[config.mk]
export PLATFORM = sky130hd
export DESIGN_NAME = instruction_fetch_unit
export DESIGN_NICKNAME = d
export VERILOG_FILES = /design/src/rtl/instruction_fetch_unit.sv
export SDC_FILE = /design/constraint.sdc
export NUM_CORES = 1
export LEC_CHECK = 0
export ABC_AREA = 1
export CAP_MARGIN = 10
export CELL_PAD_IN_SITES_DETAIL_PLACEMENT = 1
export CELL_PAD_IN_SITES_GLOBAL_PLACEMENT = 1
export CORE_ASPECT_RATIO = 0.8
export CORE_UTILIZATION = 38
export CTS_BUF_LIST = sky130_fd_sc_hd__clkbuf_8
export DETAILED_ROUTE_END_ITERATION = 10
export PLACE_DENSITY_LB_ADDON = 0.08
export SLEW_MARGIN = 25
export SYNTH_ARGS = -nofsm -noshare
export SYNTH_HDL_FRONTEND = slang
export SYNTH_SLANG_ARGS = --single-unit
[constraint.sdc]
create_clock -name iCLK -period 2.6 [get_ports iCLK]
set_clock_uncertainty 0.05 [all_clocks]
set_input_delay 0.78 -clock iCLK [delete_from_list [all_inputs] [get_ports iCLK]]
set_output_delay 0.78 -clock iCLK [all_outputs]
set_load 0.005 [all_outputs]
[src/rtl/instruction_fetch_unit.sv]
// Fetch stage for the single-cycle LEGv8 datapath: owns the PC, fetches one word at a time over req/ack, buffers it.
// Optional performance counters are enabled with `define FETCH_PERF_EN.
module instruction_fetch_unit #(
    parameter logic [63:0] RESET_PC = 64'h0,
    parameter int          CNT_W    = 32
) (
    input  logic             iCLK,
    input  logic             iRST,
    output logic             oIMemReq,
    output logic [63:0]      oIMemAddr,
    input  logic             iIMemAck,
    input  logic [31:0]      iIMemData,
    output logic             oInstrValid,
    input  logic             iInstrReady,
    input  logic             iStall,
    output logic [31:0]      oInstruction,
    output logic [63:0]      oPC,
    output logic [63:0]      oPCPlus4,
    input  logic             iBranchTaken,
    input  logic [63:0]      iBranchOffset,
    input  logic             iFlush,
    input  logic [63:0]      iFlushPC,
`ifdef FETCH_PERF_EN
    output logic [CNT_W-1:0] oFetchCount,
    output logic [CNT_W-1:0] oStallCycles,
`endif
    output logic [1:0]       dbg_state
);

    // Handshakes: a memory transfer completes on any edge where oIMemReq && iIMemAck;
    // an instruction is consumed on any edge where oInstrValid && iInstrReady && !iStall.

    typedef enum logic [1:0] {
        IDLE  = 2'd0,
        FETCH = 2'd1,
        HOLD  = 2'd2,
        DRAIN = 2'd3
    } state_t;

    state_t      state;
    logic [63:0] fetch_pc;
    logic [63:0] flush_pc;
    logic [63:0] next_pc;
    logic        accept;
    logic        unused_flush_bits;

    assign flush_pc          = {iFlushPC[63:2], 2'b00};
    assign accept            = iInstrReady & ~iStall;
    assign next_pc           = iBranchTaken ? (oPC + (iBranchOffset << 2)) : oPCPlus4;
    assign unused_flush_bits = &{1'b0, iFlushPC[1:0]};
    assign dbg_state         = state;

    // fetch_pc equals oIMemAddr except in DRAIN, where it holds the flush target
    // while oIMemAddr stays on the request that cannot be abandoned.
    always_ff @(posedge iCLK or negedge iRST) begin
        if (!iRST) begin
            state        <= IDLE;
            fetch_pc     <= RESET_PC;
            oIMemReq     <= 1'b0;
            oIMemAddr    <= RESET_PC;
            oInstrValid  <= 1'b0;
            oInstruction <= 32'h0;
            oPC          <= RESET_PC;
            oPCPlus4     <= RESET_PC + 64'd4;
        end else begin
            case (state)
                IDLE: begin
                    oIMemReq <= 1'b1;
                    state    <= FETCH;
                    if (iFlush) begin
                        fetch_pc  <= flush_pc;
                        oIMemAddr <= flush_pc;
                    end
                end
                FETCH: begin
                    if (iFlush) begin
                        fetch_pc    <= flush_pc;
                        oInstrValid <= 1'b0;
                        if (iIMemAck) begin
                            oIMemAddr <= flush_pc;
                        end else begin
                            state <= DRAIN;
                        end
                    end else if (iIMemAck) begin
                        oInstruction <= iIMemData;
                        oPC          <= oIMemAddr;
                        oPCPlus4     <= oIMemAddr + 64'd4;
                        oInstrValid  <= 1'b1;
                        oIMemReq     <= 1'b0;
                        state        <= HOLD;
                    end
                end
                HOLD: begin
                    if (iFlush) begin
                        fetch_pc    <= flush_pc;
                        oIMemAddr   <= flush_pc;
                        oInstrValid <= 1'b0;
                        oIMemReq    <= 1'b1;
                        state       <= FETCH;
                    end else if (accept) begin
                        fetch_pc    <= next_pc;
                        oIMemAddr   <= next_pc;
                        oInstrValid <= 1'b0;
                        oIMemReq    <= 1'b1;
                        state       <= FETCH;
                    end
                end
                DRAIN: begin
                    oInstrValid <= 1'b0;
                    if (iFlush) begin
                        fetch_pc <= flush_pc;
                        if (iIMemAck) begin
                            oIMemAddr <= flush_pc;
                            state     <= FETCH;
                        end
                    end else if (iIMemAck) begin
                        oIMemAddr <= fetch_pc;
                        state     <= FETCH;
                    end
                end
                default: begin
                    state    <= IDLE;
                    oIMemReq <= 1'b0;
                end
            endcase
        end
    end

`ifdef FETCH_PERF_EN
    // Saturating counters; a flush that overrides an accept does not count as a fetch.
    always_ff @(posedge iCLK or negedge iRST) begin
        if (!iRST) begin
            oFetchCount  <= '0;
            oStallCycles <= '0;
        end else begin
            if (state == HOLD && accept && !iFlush && oFetchCount != {CNT_W{1'b1}}) begin
                oFetchCount <= oFetchCount + 1'b1;
            end
            if (state == HOLD && iStall && oStallCycles != {CNT_W{1'b1}}) begin
                oStallCycles <= oStallCycles + 1'b1;
            end
        end
    end
`endif

endmodule

### Word level (Yosys, flattened, before mapping)

Cells that the tools add are included.

* register bits after elaboration: 292
* bits of input ports: 167
* logic and storage cells: 63

* reductions and logical operators: 10
* eq/ne operators: 13
* muxes and demuxes: 27
* bitwise gates (word level): 3
* add/subtract/negate cells: 2

Operator list (count)
* two-way mux 64 bit: 8
* case mux 64 bit (4 select lines): 1
* case mux 64 bit (2 select lines): 1
* adder 64 x 3 -> 64 bit, second input constant: 1
* adder 64 bit: 1
* two-way mux 2 bit: 6
* inequality test 3 bit, second input constant: 4
* AND reduction 4 bit: 3
* inequality test 2 bit, second input constant: 5
* two-way mux 1 bit: 8
* case mux 2 bit (4 select lines): 1
* case mux 1 bit (3 select lines): 2
* AND reduction 3 bit: 2
* nonzero test 3 bit: 2
* == test 2 bit, second input constant: 2
* OR reduction 3 bit: 1
* == test 2 x 1 -> 1 bit, second input constant: 1
* zero test 2 bit: 1
* inequality test 2 x 1 -> 1 bit, second input constant: 1
* NOT 1 bit: 2
* AND reduction 2 bit: 1
* AND 1 bit: 1

### Longest topological paths before layout

* depth in word-level cells: 5
* mapped depth: 21

### Worst setup path before layout

Ideal clock, no wire load.

* path kind: input-to-reg
* from: input port iBranchOffset[0]
* to: register oIMemAddr[62]
* stages: 21
* path slack: -0.127 ns
* path buffers: 0
* required time: 2.433 ns
* arrival time: 2.560 ns
* cell sequence: ha_1 -> inv_1 -> fa_1 -> inv_1 -> nand3_1 -> nand2_1 -> nand2_1 -> nand2_1 -> nand2_1 -> nand2_1 -> nand2_1 -> nand2_1 -> nand2_1 -> nand2_1 -> nand2_1 -> nand3_1 -> nand2_1 -> nand2_1 -> nand2_1 -> nand2_1 -> nand2_1

* longest elaborated chain between the ends: 5

Ends and longest elaborated chain
* start, declared: line 20 `input logic [63:0] iBranchOffset,`
* adder 64 bit: line 49 `assign next_pc = iBranchTaken ? (oPC + (iBranchOffset << 2)) : oPCPlus4;`
* two-way mux 64 bit: line 49
* two-way mux 64 bit: line 100 `end else if (accept) begin`
* two-way mux 64 bit: line 94 `if (iFlush) begin`
* case mux 64 bit (4 select lines): line 66 `case (state)`
* end signal, assigned: line 72 `oIMemAddr <= flush_pc;`
* end signal, assigned: line 96 `oIMemAddr <= flush_pc;`
* end signal, assigned: line 102 `oIMemAddr <= next_pc;`
* end, declared: line 10 `output logic [63:0] oIMemAddr,`

No other way between the ends. The select of a mux whose other input is x is not followed.
A chain may end at the register's enable or synchronous reset.

### Worst setup path in the final report

* from: register oPC[10]
* to: register oIMemAddr[37]

* longest elaborated chain between the ends: 5

Ends and longest elaborated chain
* start, declared: line 17 `output logic [63:0] oPC,`
* start signal, assigned: line 86 `oPC <= oIMemAddr;`
* adder 64 bit: line 49
* two-way mux 64 bit: line 49
* two-way mux 64 bit: line 100
* two-way mux 64 bit: line 94
* case mux 64 bit (4 select lines): line 66

No other way between the ends. The select of a mux whose other input is x is not followed.

==> metrics.md <==
| Metric | Value |
|---|---|
| Status | complete, but fails checks |
| Failing checks | design-rule violations, negative setup slack |
| Max Slew Vio Count | 0 |
| Drc violations | 1 |
| 1st-pass router iterations | 6 |
| Drt total wl | 137 mm |
| Largest net degree at the start of global routing | 110 |
| Yosys reg bits | 290 |
| ANT nets after route | 0 |
| Syn Nets | 3609 |
| Standby leakage power | 17.0 nW |
| Proportion of layout cells with a drive suffix above 1 | 28.6% |
| Crit path buf inv count | 3 |
| Num CTS Buffers | 53 |
| Wire per inst | 27.7 um |
| CP most frequent cell | nand2_1 |
| Largest delay contributor family on the critical path | simple AND/OR/NAND/NOR gates |
| Worst skew pair latency | 0.73 ns |
| Minimum setup slack after placement | -1.22 ns |
| Top cell type's share of synthesized area | 33.5% |
| Dpl cells | 4814 |
| Initial antenna violation count | 4 |
| Post-route setup slack | -0.272 ns |
| Mean Syn Cell Area | 6.39 um2 |
| CP max-delay cell | dfrtp_1 |
| Prevailing post-synth register cell | dfrtp_1 |
| Period minus WS final | 2.87 ns |
| Commonest non-fill, non-tap cells in the layout | nand2_1 (990), inv_1 (444), buf_4 (409) |
| DR vias | 29700 |
| HPWL after DPL | 91.9 mm |
| Hold Crit Class | reg2reg |
| Crit Path Max Fanout | 4 |
| Maxcap violations | 0 |
| Slew @ Worst Pin | 0.591 ns |
| Sequential area share after synthesis | 33.6% |
| Maximum buffer depth of the clock tree | 3 |
| IO Pins | 395 |
| Row count | 77 |
| Critical Path End Type | register |
| Final setup fails | 109 |
| Peak supply drop | 0.737 mV |
| RSZ-0062 raised after global routing | true |
| Final non-filler cell total | 4951 |
| Layout filler cell count | 7039 |
| Die X | 269 um |
| Post-Syn Area | 21600 um2 |
| Net count reported at finish | 4393 |
| Height of the die | 215 um |
| Worst EP required | 3.17 ns |
| Critical Path AT | 3.44 ns |
| Vias in the first global route | 29400 |
| Critical path launch point type | register |
| Kind of critical path | reg2reg |
| Clk sink count | 290 |
| GRT Total Usage | 41.7% |
| Syn. warnings | 0 |
| Clock-pin slew on the worst setup and hold paths | 0.07 ns |
| Crit path cell chain | ha_4 -> nand2_1 -> nand2_1 -> buf_4 -> nand2_1 -> nand2_4 -> inv_2 -> nand2_1 -> nand2_1 -> nand3_4 -> nand2_1 -> nand2_1 -> nand2_1 -> nand2_1 -> o21ai_1 -> buf_4 -> nand2_1 -> nand2_1 -> nand2_1 -> nand2_1 |
| Initial core utilization | 38.8% |
| TritonCTS clock tree | built |
| Count of final hold-check violations | 0 |
| Max stage delay on crit path | 0.41 ns |
| Netlist cell types | 54 |
| Placer Congestion | 1.05 |
| Flop-to-flop setup slack | -0.27 ns |
| Max Freq | 348 MHz |
| Clk root buf | clkbuf_8 |
| Power, Total | 0.0409 W |
| Post-synth EDFFs | 0 |
| Relative slew slack | 60.6% |
| Via/cell ratio | 6.00 |
| Most common cell after layout, fill and taps aside | nand2_1 |
| H-tree depth | 2 |
| Initial drt markers | 3383 |
| Async S/R FF share, synth | 100% |
| Remaining Overflow, GRT | 0 |
| Area Growth Syn to Fin | 57.5% |
| Die outline area | 57800 um2 |
| Synth Instances | 3379 |
| First-pass GRT wire length | 181 mm |
| Synth top area cells | dfrtp_1 (33%), nand2_1 (21%), inv_1 (8.1%), a21oi_1 (6.7%), nor2_1 (4.2%) |
| Pwr/cell area | 1200 nW/um2 |
| Final critical-path share of the clock period | 110% |
| Largest area contributor in the netlist | dfrtp_1 |
| Port buffer count | 390 |
| Core ar. | 55700 um2 |
==> per-stage QoR <==
step,area [um2],TNS (ns),utilization [%],hold slack (ns)
3_3_place_gp,29500,-99.13,53.0,0.404
6_report,34000,-10.56,61.1,0.423
2_1_floorplan,21600,0,-,0.403
5_1_grt,34000,-14.72,61.1,0.450
3_5_place_dp,29500,-108.64,53.0,0.408
4_1_cts,32000,-0.104,57.4,0.431
==> report_power, final <==
part / total [W] / internal [W] / switching [W]
Sequential: 0.00881 / 0.00636 / 0.00245
Combinational: 0.0275 / 0.0116 / 0.0159
Clock: 0.00464 / 0.00229 / 0.00235
Total: 0.0409 / 0.0202 / 0.0207
==> layout make-up <==
type,instances,area (um2),share of cell area (%)
Clock inverter,26,140,0.412
Timing Repair Buffer,868,8050,23.7
Tap cell,750,938,2.76
Inverter,477,1800,5.29
Multi-Input combinational cell,2473,14800,43.6
Antenna cell,1,2.50,0.00736
Clock buffer,66,908,2.67
Sequential cell,290,7330,21.5
==> metal layers <==
metal / wire length [um] / global-route usage (%)
met4: 8170 / 13.9
met1: 53000 / 57.4
met2: 60800 / 64.7
met5: 0 / 0
met3: 15300 / 8.46
==> synthesized netlist by cell type, types with 4 or more instances <==
master	count
nor2_2	8
nor2_1	240
a221oi_1	58
nand3_2	6
a22oi_1	37
nand4_1	35
xor2_1	10
inv_1	464
nand2_1	1228
nor4_1	11
clkbuf_1	84
nand3_1	161
nor3_2	4
inv_2	13
xnor2_1	26
o21a_1	5
a21oi_1	289
nor2_4	11
nor3_1	32
o211ai_1	44
buf_4	8
buf_1	13
ha_1	62
nand3b_1	4
o21ai_0	156
buf_2	34
dfrtp_1	289
o21bai_1	8
==> kinds of logic (layout without fill, tap and decap cells) <==
group / count (synthesis) / count (layout) / share of synthesized area [%]
flops: 290 / 290 / 33.6
other cells: 0 / 1 / 0
fa+ha+maj: 63 / 63 / 3.68
buf+inv: 616 / 1437 / 11.0
xor+xnor: 36 / 36 / 1.46
compound gates: 617 / 617 / 16.7
simple gates: 1757 / 1757 / 33.6
==> repair_timing <==
item,CTS,global route
hold endpoints to repair,40,0
hold buffers,1,0
setup endpoints to repair,162,135
setup buffers,20,28
resized for setup,368,505
pin swaps,42,150
==> state kept, by name, indices dropped and copies added (netlist names) <==
signal and cells:
dbg_state 2, oIMemReq 1, oIMemAddr 64, oInstruction 32, fetch_pc 64, oInstrValid 1
oPCPlus4 62, oPC 64
==> path summary, 6_finish.rpt <==
check,startpoint,to,cells past startpoint
worst max-delay path,oPC[10],oIMemAddr[37],20
worst min-delay path,oInstruction[22],oInstruction[22],2
worst max register to register,oPC[10],oIMemAddr[37],20
worst min register to register,oInstruction[22],oInstruction[22],2
max in group asynchronous,iRST,oIMemAddr[45],3
min in group asynchronous,iRST,fetch_pc[13],2
==> tightest hold or removal path: cells and delay by family (launching register included) <==
family / cells / cell delay (ns)
and+or+nand+nor: 2 / 0.10
DFF: 1 / 0.34
Note: power is estimated with default switching activity, not from simulation.
